--- config.mk ---
export PLATFORM = sky130hd
export DESIGN_NAME = fetch_stage
export DESIGN_NICKNAME = d
export VERILOG_FILES = /design/src/rtl/fetch_stage.sv
export SDC_FILE = /design/constraint.sdc
export NUM_CORES = 1
export LEC_CHECK = 0
export ABC_AREA = 1
export CAP_MARGIN = 10
export CORE_AREA = 3 3 91 93
export DETAILED_ROUTE_END_ITERATION = 10
export DIE_AREA = 0 0 94 96
export GPL_ROUTABILITY_DRIVEN = 1
export GPL_TIMING_DRIVEN = 0
export PLACE_DENSITY_LB_ADDON = 0.12
export SYNTH_ARGS = -nofsm -noshare
export SYNTH_HDL_FRONTEND = slang
export SYNTH_SLANG_ARGS = --single-unit
--- constraint.sdc ---
create_clock -name clk -period 4.9 [get_ports clk]
set_clock_uncertainty 0.2 [all_clocks]
set_input_delay 1.47 -clock clk [delete_from_list [all_inputs] [get_ports clk]]
set_output_delay 1.47 -clock clk [all_outputs]
set_load 0.02 [all_outputs]
--- src/rtl/fetch_stage.sv ---
// Instruction-fetch stage: owns the PC and runs the imem req/ready handshake.
// Adds a one-entry stall buffer, redirect draining and HALT detection.
module fetch_stage #(
    parameter logic [15:0] RESET_PC = 16'h0000,
    parameter logic [15:0] NOP_INST = 16'h0800
) (
    input  logic        clk,
    input  logic        rst,
    input  logic        stall_in,
    input  logic        redirect_valid,
    input  logic [15:0] redirect_pc,
    output logic        imem_req,
    output logic [15:0] imem_addr,
    input  logic        imem_ready,
    input  logic [15:0] imem_rdata,
    output logic [15:0] inst_out,
    output logic [15:0] pc_out_out,
    output logic [15:0] pc_inc_out,
    output logic        stall_out,
    output logic        halt_out
);

    // state     | meaning
    // ST_FETCH  | normal fetch from r_pc (or present the buffered word)
    // ST_DRAIN  | wait out a request squashed by a redirect, discard its data
    // ST_HALTED | HALT consumed; no requests until redirect or reset
    typedef enum logic [1:0] {
        ST_FETCH  = 2'd0,
        ST_DRAIN  = 2'd1,
        ST_HALTED = 2'd2
    } state_t;

    state_t      r_state;
    logic [15:0] r_pc;
    logic [15:0] r_drain_addr;
    logic [15:0] r_buf_inst;
    logic        r_buf_valid;
    logic        r_halt;

    state_t      w_state_nxt;
    logic [15:0] w_pc_nxt;
    logic [15:0] w_drain_addr_nxt;
    logic [15:0] w_buf_inst_nxt;
    logic        w_buf_valid_nxt;
    logic        w_halt_nxt;

    logic        w_req;
    logic        w_avail;
    logic        w_present;
    logic        w_consume;
    logic        w_is_halt;
    logic [15:0] w_inst;
    logic [15:0] w_pc_inc;

    // Outputs are forced to the reset view while rst is high, not one cycle later.
    always_comb begin
        w_req   = 1'b0;
        w_avail = 1'b0;
        if (!rst) begin
            w_req   = ((r_state == ST_FETCH) && !r_buf_valid) || (r_state == ST_DRAIN);
            w_avail = r_buf_valid || ((r_state == ST_FETCH) && w_req && imem_ready);
        end
        w_present = w_avail && !redirect_valid;
        w_consume = w_present && !stall_in;
    end

    assign w_inst    = w_present ? (r_buf_valid ? r_buf_inst : imem_rdata) : NOP_INST;
    assign w_is_halt = (w_inst[15:11] == 5'b00000);
    assign w_pc_inc  = r_pc + 16'd2;

    assign imem_req   = w_req;
    assign imem_addr  = (r_state == ST_DRAIN) ? r_drain_addr : r_pc;
    assign inst_out   = w_inst;
    assign stall_out  = !w_present;
    assign pc_out_out = r_pc;
    assign pc_inc_out = w_pc_inc;
    assign halt_out   = r_halt;

    always_comb begin
        w_state_nxt      = r_state;
        w_pc_nxt         = r_pc;
        w_drain_addr_nxt = r_drain_addr;
        w_buf_inst_nxt   = r_buf_inst;
        w_buf_valid_nxt  = r_buf_valid;
        w_halt_nxt       = r_halt;

        if (redirect_valid) begin
            w_pc_nxt        = redirect_pc;
            w_buf_valid_nxt = 1'b0;
            w_halt_nxt      = 1'b0;
            case (r_state)
                ST_FETCH: begin
                    if (w_req && !imem_ready) begin
                        w_drain_addr_nxt = r_pc;
                        w_state_nxt      = ST_DRAIN;
                    end
                end
                // Keep draining; leave only if the old request completes this cycle.
                ST_DRAIN: begin
                    if (imem_ready) begin
                        w_state_nxt = ST_FETCH;
                    end
                end
                default: w_state_nxt = ST_FETCH;
            endcase
        end else begin
            case (r_state)
                ST_FETCH: begin
                    if (w_consume) begin
                        w_buf_valid_nxt = 1'b0;
                        if (w_is_halt) begin
                            w_state_nxt = ST_HALTED;
                            w_halt_nxt  = 1'b1;
                        end else begin
                            w_pc_nxt = w_pc_inc;
                        end
                    end else if (w_avail && !r_buf_valid) begin
                        w_buf_inst_nxt  = imem_rdata;
                        w_buf_valid_nxt = 1'b1;
                    end
                end
                ST_DRAIN: begin
                    if (imem_ready) begin
                        w_state_nxt = ST_FETCH;
                    end
                end
                default: w_state_nxt = r_state;
            endcase
        end
    end

    always_ff @(posedge clk or posedge rst) begin
        if (rst) begin
            r_state      <= ST_FETCH;
            r_pc         <= RESET_PC;
            r_drain_addr <= 16'h0000;
            r_buf_inst   <= 16'h0000;
            r_buf_valid  <= 1'b0;
            r_halt       <= 1'b0;
        end else begin
            r_state      <= w_state_nxt;
            r_pc         <= w_pc_nxt;
            r_drain_addr <= w_drain_addr_nxt;
            r_buf_inst   <= w_buf_inst_nxt;
            r_buf_valid  <= w_buf_valid_nxt;
            r_halt       <= w_halt_nxt;
        end
    end

endmodule
# Yosys cells after proc, flatten, opt, wreduce, memory -nomap -nowiden
# Index checks and enable logic that the tools add are counted.
[totals]
out_inout_bits = 67
ff_bits = 52
[op_classes]
reduce_logical = 27
addsub = 1
n_eq_ne = 5
mux = 24
bitwise_logic = 2
[op_table]
columns = ["op", "count"]
rows = [
  ["two-way mux 16 bit", 7],
  ["adder 16 x 2 -> 16 bit, second input constant", 1],
  ["two-way mux 1 bit", 10],
  ["two-way mux 2 bit", 5],
  ["AND reduction 3 bit", 3],
  ["case mux 2 bit (2 select lines)", 2],
  ["AND reduction 4 bit", 2],
  ["logical AND 1 bit", 7],
  ["!= test 3 bit, second input constant", 2],
  ["nonzero test 2 bit", 3],
  ["nonzero test 3 bit", 2],
  ["logical NOT 1 bit", 5],
  ["logical NOT 5 bit", 1],
  ["!= test 3 x 2 -> 1 bit, second input constant", 1],
  ["equality test 2 x 1 -> 1 bit, second input constant", 1],
  ["logical NOT 2 bit", 1],
  ["logical OR 1 bit", 2],
  ["!= test 2 bit, second input constant", 1],
  ["inverter 1 bit", 2],
  ["AND reduction 2 bit", 1],
]

# Longest topological paths before layout
# Gate-level depths: netlist (run 1).
[logic_depth]
depth_word = 14
depth_mapped = 12
ltp_nobuf = 12

# Worst setup path before layout (run 1)
# OpenSTA, ideal clock, no wires.
[synth_path]
kind = "input to output"
from = "in rst"
to = "out inst_out[10]"
arrival_time_ns = 3.547
path_buffers = 1
stages = 4
path_slack_ns = -0.317
cell_sequence = "inv_1 -> nand3_2 -> buf_1 -> nor2_1"
[synth_via]
elab_chain_cells = 3
[synth_rtl]
columns = ["item", "line_no", "source"]
rows = [
  ["start, declared", "8", "input logic rst,"],
  ["two-way mux 1 bit", "59", "if (!rst) begin"],
  ["logical AND 1 bit", "63", "w_present = w_avail && !redirect_valid;"],
  ["two-way mux 16 bit", "67", "assign w_inst = w_present ? (r_buf_valid ? r_buf_inst : imem_rdata) : NOP_INST;"],
  ["end, declared", "16", "output logic [15:0] inst_out,"],
]
# No other way between the ends.

# Final worst setup path (run 1)
[layout_path]
from = "in redirect_valid"
to = "out inst_out[3]"
[layout_via]
elab_chain_cells = 3
[layout_rtl]
columns = ["item", "line_no", "source"]
rows = [
  ["start, declared", "10", "input logic redirect_valid,"],
  ["logical NOT 1 bit", "63", ""],
  ["logical AND 1 bit", "63", ""],
  ["two-way mux 16 bit", "67", ""],
]
# No other way between the ends.

==> flow_metrics.tcl, run 1 <==
set metrics [dict create \
    status "completed" \
    finalHoldViolations 0 \
    utilization_pct 58.0 \
    synthCells 438 \
    ys_ff_latch 52 \
    drcViolationCount 0 \
    vias 3217 \
    area_growth_pct 41.7 \
    cts_sinks 52 \
    fmax_mhz 209 \
    synth_top_cell_by_area "dfrtp_1" \
    max-cap-violations 0 \
    worstMarginPinSlew_ps 663 \
    drive_gt1_share_pct 9.78 \
    max_stage_delay_ps 640 \
    grt_first_pass_wirelength_um 15100 \
    nets 589 \
    pin_count 104 \
    worstPathCellList "clkdlybuf4s50_1, inv_4, nand3_2, nor2_1, clkdlybuf4s50_1" \
    period_needed_ps 4780 \
    setup_viol 0 \
    die-area_um2 9020 \
    core_um2 7610 \
    die_w_um 94 \
    drtPass1Iterations 5 \
    routedWlPerCell_um 14.2 \
    cellLeakagePower_nw 2.12 \
    grt_max_degree 27 \
    cpLargestDelayFamily "buffers and inverters" \
    ys_types 36 \
    avgSynthCellArea_um2 7.10 \
    start_util_pct 40.9 \
    synth.area.top_cells "dfrtp_1 (42%), nand2_1 (17%), o21ai_0 (9.2%)" \
    clock_latency_ps 310 \
    syn_nets 476 \
    grt_pass1_vias 3061 \
    routed_wl_um 9280 \
    yosysMostFrequentCell "nand2_1" \
    setup_tns_ps 0 \
    finalWeightedCongestion 0.874 \
    synth_edf_count 0 \
    cp.buffers_inverters 3 \
    root_buffer "clkbuf_8" \
    worst_r2r_startpoint "pc_out_out[1]" \
    crit_slowest_cell "clkdlybuf4s50_1" \
    critPathMaxFanout 10 \
    seq_area_frac_synth_pct 41.8 \
    drv_slew 0 \
    dp_cells 643 \
    critPathCaptureType "primary output" \
    rsz0062_at_grt "no" \
    n_antenna_cell 0 \
    cts_buffers 5 \
    cts_buffer_depth 2 \
    overflow 0 \
    cts_tree "done" \
    htree_levels 2 \
    critical_path_arrival_ps 3110 \
    powerDensity_nw_per_um2 593 \
    finalPower_w 0.00261 \
    synthFlopType "dfrtp_1" \
    async_flop_share_pct 100 \
    synth_area_um2 3110 \
    fin_cells 654 \
    postCtsHoldBufs 0 \
    hp-start "r_buf_inst[13]" \
    antenna_found_initial 0 \
    die_h_um 96 \
    dp.final_hpwl_um 6810 \
    synth.top_cell.area_share_pct 41.8 \
    num_rows 32 \
    startpoint "redirect_valid" \
    relSlewSlack_pct 55.5 \
    hp-class "reg2reg" \
    ys_warn_count 0 \
    final.period_utilization_pct 97.6 \
    synth_common_cells "nand2_1 (141), o21ai_0 (57), inv_1 (55)" \
    clk_pin_slew_ps 90 \
    cp-start-kind "input port" \
    cp_data_required_time_ps 3230 \
    grt_usage_pct 21.3 \
    ant_nets 0 \
    peakVddDrop_mv 0.269 \
    worstSetupPathType "in2out" \
    portBuffers 103 \
    cpMostUsedCell "clkdlybuf4s50_1" \
    hold_slack_ps 294 \
    drt-initial-drc-count 143 \
    avgViaCountPerCell 4.92 \
]
layer usage:
| layer | track usage, % | vias up | wire length (um) |
|---|---|---|---|
| met5 | 0 | - | 0 |
| met1 | 30.2 | 1531 | 4270 |
| met2 | 34.9 | 96 | 4390 |
| met4 | 4.81 | 0 | 98 |
| li1 | - | 1582 | - |
| met3 | 2.58 | 8 | 525 |
registers in the layout, summed over array words and instances, names as in the netlist:
name          cells
halt_out          1
pc_out_out       16
r_buf_inst       16
r_buf_valid       1
r_drain_addr     16
r_state           2
placed cells by master (no fill, tap or decap), types with 3 or more instances in the layout:
master and count:
clkdlybuf4s50_1 90, a21oi_1 14, clkbuf_1 8, o21ai_2 9, buf_4 5, dlygate4sd2_1 11, xnor2_1 3, clkbuf_8 6
inv_1 54, o21ai_0 57, nand2_2 4, nand3_1 10, dfrtp_1 52, buf_2 4, nor2_1 39, nand4_1 3
nand2_1 141, xor2_1 6
path summary, 6_finish.rpt:
kind / slack, ps / end / depth (start not counted)
max: 120 / inst_out[3] / 5
min in group asynchronous: 1390 / r_drain_addr[4] / 3
min reg2reg: 290 / r_buf_inst[13] / 2
min: 290 / r_buf_inst[13] / 2
max reg2reg: 2810 / pc_out_out[15] / 10
max in group asynchronous: 2680 / r_buf_inst[15] / 2
kinds of logic (layout without fill, tap and decap cells):
| group | Yosys count | after routing | share of synthesized area (%) |
|---|---|---|---|
| and+or+nand+nor | 211 | 211 | 28.7 |
| xor gates and xnor gates | 9 | 9 | 2.53 |
| AOI/OAI and AO/OA | 85 | 85 | 15.2 |
| buffers and inverters | 80 | 194 | 11.3 |
| DFF | 52 | 52 | 41.8 |
| adders and majority gates | 1 | 1 | 0.402 |
power by group:
part           leakage [nW]  switching (W)  internal (W)
clock network        0.0614       0.000150      0.000167
logic                  1.40       0.000881      0.000643
registers             0.655       0.000160      0.000613
total                  2.12        0.00119       0.00142
metrics by stage:
step	setup WS [ps]	instance area [um2]
6_report	119	4410
2_1_floorplan	26.9	3120
3_3_place_gp	-1620	4270
4_1_cts	14.9	4400
5_1_grt	5.98	4410
3_5_place_dp	-1590	4270
final cells by class:
class	count	area, um2
fillers	747	3200
multi-input cells	306	1460
flip-flops and latches	52	1300
repair buffers	104	1030
inverters	59	233
plain buffers	21	130
well taps	102	128
clock buffers	6	82.6
clock inverters	2	38.8
repair inverters	2	12.5
worst min-delay path, cell delays in order (launching register included):
cell and delay [ps]:
dfrtp_1 350, nand2_1 50, o21ai_0 60
repair_timing:
action | in CTS | in global routing
gates resized for setup | 14 | 3
setup buffers | 1 | 0
endpoints found under the setup margin | 17 | 1
pin swaps | 0 | 0
cloned | 2 | 0
Power figures use the tool's default switching activity.
==> run 2: changes to the inputs <==
--- a/config.mk
+++ b/config.mk
@@ -7,12 +7,12 @@
 export LEC_CHECK = 0
 export ABC_AREA = 1
 export CAP_MARGIN = 10
-export CORE_AREA = 3 3 91 93
+export CORE_AREA = 10 10 98 100
 export DETAILED_ROUTE_END_ITERATION = 10
-export DIE_AREA = 0 0 94 96
+export DIE_AREA = 0 0 108 110
 export GPL_ROUTABILITY_DRIVEN = 1
 export GPL_TIMING_DRIVEN = 0
-export PLACE_DENSITY_LB_ADDON = 0.12
+export PLACE_DENSITY = 0.75
 export SYNTH_ARGS = -nofsm -noshare
 export SYNTH_HDL_FRONTEND = slang
 export SYNTH_SLANG_ARGS = --single-unit
==> run 2 against run 1 <==
  * Final area is 0.79% lower
  * Global-route usage decreased by 4.4 points
  * Critical endpoint is now inst_out[11]
  * Non-clock buffer count did not move
==> flow_metrics.tcl, run 2 (synthesis gave the netlist of run 1 again) <==
set metrics [dict create \
    status "completed" \
    htree_levels 2 \
    overflow 0 \
    root_buffer "clkbuf_8" \
    clk_pin_slew_ps 100 \
    rsz0062_at_grt "no" \
    cpLargestDelayFamily "buffers and inverters" \
    cellLeakagePower_nw 2.10 \
    cts_buffers 5 \
    routed_wl_um 10100 \
    dpl-instance-area_um2 4270 \
    seqCellArea_um2 1300 \
    start_util_pct 40.7 \
    critPathMaxFanout 8 \
    die-area_um2 11900 \
    cp-start-kind "input port" \
    peakVddDrop_mv 0.332 \
    core_um2 7650 \
    fillers 720 \
    clock_latency_ps 310 \
    finalWeightedCongestion 0.899 \
    antenna_found_initial 0 \
    comb_power_share_pct 60.0 \
    cp_data_required_time_ps 3230 \
    dp_cells 643 \
    n_antenna_cell 0 \
    switching_power_w 0.00121 \
    worstMarginPinSlew_ps 684 \
    setup_viol 0 \
    period_needed_ps 4780 \
    die_w_um 108 \
    dp.final_hpwl_um 7620 \
    crit_slowest_cell "clkdlybuf4s50_1" \
    finalHoldViolations 0 \
    vias 3226 \
    cp.buffers_inverters 3 \
    layout_common_cells "nand2_1 (141), clkdlybuf4s50_1 (90), o21ai_0 (57)" \
    area_growth_pct 40.6 \
    max-cap-violations 0 \
    max_stage_delay_ps 550 \
    relSlewSlack_pct 54.1 \
    cpMostUsedCell "clkdlybuf4s50_1" \
    avgViaCountPerCell 4.93 \
    die_h_um 110 \
    fin_area_um2 4380 \
    grt_pass1_vias 3167 \
    cts_tree "done" \
    pin_count 104 \
    drive_gt1_share_pct 9.60 \
    nets 589 \
    final.period_utilization_pct 97.5 \
    fin_cells 654 \
    layout_commonest_cell "nand2_1" \
    multi_input_comb_area_um2 1460 \
    drtPass1Iterations 5 \
    swShare_pct 47.2 \
    cts_buffer_depth 2 \
    worstSetupPathType "in2out" \
    clock_power_share_pct 9.9 \
    grt_first_pass_wirelength_um 16200 \
    routedWlPerCell_um 15.4 \
    ant_nets 0 \
    hp-class "reg2reg" \
    p_int_w 0.00136 \
    grt_usage_pct 16.9 \
    powerDensity_nw_per_um2 588 \
    setup_tns_ps 0 \
    cts_sinks 52 \
    seq_power_share_pct 30.1 \
    portBuffers 103 \
    grt_max_degree 27 \
    num_rows 32 \
    pre_cts_ws_ps -1630 \
    worstPathCellList "clkdlybuf4s50_1, nand2_2, nand2_1, nand3_2, nor2_2, inv_1, clkdlybuf4s50_1" \
    drcViolationCount 0 \
    drv_slew 0 \
    setup_ws_ps 121 \
    fmax_mhz 209 \
    critPathCaptureType "primary output" \
    drt-initial-drc-count 245 \
    critical_path_arrival_ps 3110 \
]
-- run 2: worst paths after layout --
kind	startpoint	to	slack [ps]	depth (start not counted)
worst max-delay path	imem_ready	inst_out[11]	120	7
worst min-delay path	r_buf_inst[14]	r_buf_inst[14]	300	2
worst max register to register	pc_out_out[1]	pc_out_out[15]	2810	10
worst min register to register	r_buf_inst[14]	r_buf_inst[14]	300	2
max in group asynchronous	rst	pc_out_out[8]	2730	2
min in group asynchronous	rst	r_state[1]	1370	3
-- run 2: metal layers --
layer	track usage [%]	part of all wire, %
met2	29.5	51
met3	3.13	5.6
met5	0	0
met1	20.5	42
met4	5.73	1.7
-- run 2: power by group through the flow --
stage          sequential (W)  clock, W  combinational (W)
2_1_floorplan        0.000798         0           0.000834
3_3_place_gp         0.000771         0            0.00153
3_5_place_dp         0.000779         0            0.00156
4_1_cts              0.000771  0.000256            0.00156
5_1_grt              0.000802  0.000272            0.00169
6_report             0.000775  0.000254            0.00154
-- run 2: through the flow --
stage / total power [W] / util (%) / hold WS [ps]
finish: 0.00257 / 57.2 / 298
CTS: 0.00259 / 57.1 / 300
detailed placement: 0.00234 / 55.9 / 277
global route: 0.00276 / 57.2 / 322
global placement: 0.00230 / 55.9 / 267
floorplan: 0.00163 / - / 248
-- run 2: layout make-up --
type / instances / area share [%]
Clock inverter: 2 / 0.372
Buffer: 21 / 2.92
Timing Repair Buffer: 104 / 23.5
Clock buffer: 6 / 1.66
Tap cell: 102 / 2.92
Inverter: 59 / 5.32
Sequential cell: 52 / 29.7
Timing Repair inverter: 2 / 0.286
Multi-Input combinational cell: 306 / 33.3
-- run 2: worst reg2reg max path: stages, from the launching register on --
cell,delay (ps)
dfrtp_1,520
ha_1,260
nand3_1,160
nor2_1,220
nand2_1,150
o21ai_0,190
nand2_1,90
nand2_1,60
nand2_1,40
nand2_1,70
o21ai_2,50
-- run 2: what timing repair did --
item,CTS,global route
setup endpoints to repair,17,1
cloned,2,0
setup buffers,1,0
endpoints found under the hold margin,0,0
gates resized for setup,14,2
hold buffers,0,0
==> run 3: changes to the inputs <==
--- a/config.mk
+++ b/config.mk
@@ -7,12 +7,13 @@
 export LEC_CHECK = 0
 export ABC_AREA = 1
 export CAP_MARGIN = 10
-export CORE_AREA = 10 10 98 100
+export CORE_AREA = 2 2 90 92
 export DETAILED_ROUTE_END_ITERATION = 10
-export DIE_AREA = 0 0 108 110
+export DIE_AREA = 0 0 92 94
 export GPL_ROUTABILITY_DRIVEN = 1
 export GPL_TIMING_DRIVEN = 0
-export PLACE_DENSITY = 0.75
+export PLACE_DENSITY_LB_ADDON = 0.08
+export SLEW_MARGIN = 20
 export SYNTH_ARGS = -nofsm -noshare
 export SYNTH_HDL_FRONTEND = slang
 export SYNTH_SLANG_ARGS = --single-unit
==> run 3 against run 2 <==
  * Critical path depth unchanged
  * First-iteration DRC count is 46% lower
  * Worst hold slack got worse by 0.53 ps
  * Die area is 27% lower
  * Final cell count did not move
  * Total power is 1.8% higher
  * Worst setup slack got worse by 20 ps
  * Utilization increased by 1.2 points
  * Routed wire length down 10%
  * Combinational power hardly changed
  * Maximum frequency decreased by 0.42%
  * Largest cell class unchanged
  * Sequential power is 0.6% lower
==> flow_metrics.tcl, run 3 (synthesis gave the netlist of run 1 again) <==
set metrics [dict create \
    status "completed" \
    core_um2 7610 \
    final.period_utilization_pct 98.0 \
    drive_gt1_share_pct 9.78 \
    switching_power_w 0.00119 \
    grt_max_degree 25 \
    fin_area_um2 4440 \
    rsz0062_at_grt "no" \
    layout_common_cells "nand2_1 (141), clkdlybuf4s50_1 (86), o21ai_0 (57)" \
    setup_ws_ps 100 \
    dpl-instance-area_um2 4320 \
    worst_r2r_startpoint "pc_out_out[1]" \
    swShare_pct 45.6 \
    cts_sinks 52 \
    grt_usage_pct 20.9 \
    die-area_um2 8650 \
    relSlewSlack_pct 64.5 \
    clock_latency_ps 300 \
    fmax_mhz 208 \
    finalWeightedCongestion 0.847 \
    r2r_cells 10 \
    seq_power_share_pct 29.4 \
    hp-class "reg2reg" \
    holdPathEnd "r_buf_inst[14]" \
    overflow 0 \
    powerDensity_nw_per_um2 589 \
    drtPass1Iterations 4 \
    grt_first_pass_wirelength_um 14300 \
    critPathCaptureType "primary output" \
    die_h_um 94 \
    avgViaCountPerCell 4.80 \
    worstMarginPinSlew_ps 532 \
    hold_depth 2 \
    cts_buffers 5 \
    worstSetupPathType "in2out" \
    fillers 725 \
    routed_wl_um 9040 \
    dp.final_hpwl_um 6850 \
    drcViolationCount 0 \
    critical_path_arrival_ps 3130 \
    routedWlPerCell_um 13.8 \
    num_rows 32 \
    n_antenna_cell 0 \
    finalHoldViolations 0 \
    nets 589 \
    cpLargestDelayFamily "buffers and inverters" \
    cp_data_required_time_ps 3230 \
    pin_count 104 \
    area_growth_pct 42.8 \
    max_stage_delay_ps 500 \
    multi_input_comb_area_um2 1470 \
    regToRegEndpoint "pc_out_out[15]" \
    setup_viol 0 \
    vias 3136 \
    postCtsHoldBufs 0 \
    max-cap-violations 0 \
    peakVddDrop_mv 0.313 \
    reg2reg_slack_ps 2800 \
    cellLeakagePower_nw 2.15 \
    grt_pass1_vias 2889 \
    pre_cts_ws_ps -753 \
    comb_power_share_pct 58.6 \
    ant_nets 0 \
    clock_power_share_pct 12.0 \
    period_needed_ps 4800 \
    root_buffer "clkbuf_8" \
    crit_cells 7 \
    drv_slew 0 \
    cts_tree "done" \
    htree_levels 2 \
    portBuffers 103 \
    cp-start-kind "input port" \
    antenna_found_initial 0 \
    p_int_w 0.00142 \
    cts_buffer_depth 2 \
    clk_pin_slew_ps 90 \
    drt-initial-drc-count 132 \
    critPathMaxFanout 24 \
    layout_commonest_cell "nand2_1" \
    start_util_pct 40.9 \
    crit_slowest_cell "clkdlybuf4s50_1" \
    hp-start "r_buf_inst[14]" \
    worstPathCellList "clkdlybuf4s50_1, clkinvlp_4, buf_12, nand3_4, or2_2, inv_1, dlygate4sd2_1" \
    seqCellArea_um2 1300 \
    finalPower_w 0.00262 \
    cp.buffers_inverters 5 \
    die_w_um 92 \
    hold_slack_ps 297 \
]
run 3: how the worst max path moves through the flow:
stage / startpoint / slack (ps) / to
after floorplan: rst / 30 / inst_out[10]
after global placement: rst / -1650 / stall_out
after detailed placement: rst / -750 / stall_out
after CTS: rst / 5 / inst_out[14]
after global routing: rst / 10 / inst_out[14]
final: rst / 100 / inst_out[14]
run 3: power by group through the flow:
stage	sequential [W]	combinational [W]	clock (W)
4_1_cts	0.000767	0.00154	0.000326
2_1_floorplan	0.000798	0.000834	0
3_3_place_gp	0.000771	0.00151	0
5_1_grt	0.000796	0.00166	0.000341
6_report	0.000770	0.00153	0.000313
3_5_place_dp	0.000776	0.00154	0
run 3: tightest hold or removal path: stages (launching register included):
cell and delay [ps]:
dfrtp_1 350, nand2_1 50, o21ai_0 60
run 3: what timing repair did:
| action | 4_1_cts | 5_1_grt |
|---|---|---|
| setup buffers | 1 | 0 |
| gates resized for setup | 20 | 2 |
| setup endpoints to repair | 17 | 11 |
run 3: cell type report:
| cell class | instances | area share [%] |
|---|---|---|
| clock buffer | 6 | 1.86 |
| clock inverter | 2 | 0.873 |
| sequential | 52 | 29.3 |
| inverter | 59 | 5.18 |
| timing repair buffer | 106 | 24.0 |
| tap | 102 | 2.87 |
| buffer | 21 | 2.93 |
| multi-input combinational | 306 | 33.0 |
run 3: through the flow:
step / utilization (%) / setup TNS, ps / std cells
after CTS: 58.3 / 0 / 654
after global routing: 58.4 / 0 / 654
final: 58.4 / 0 / 654
after detailed placement: 56.8 / -8980 / 645
after floorplan: - / 0 / 438
after global placement: 56.2 / -23840 / 643
run 3: per-layer routing:
metal,track usage [%],routed length [um],vias up
li1,-,-,1586
met1,29.6,4220,1440
met2,34.3,4170,108
met3,3.37,610,2
met4,4.10,37,0
met5,0,0,-
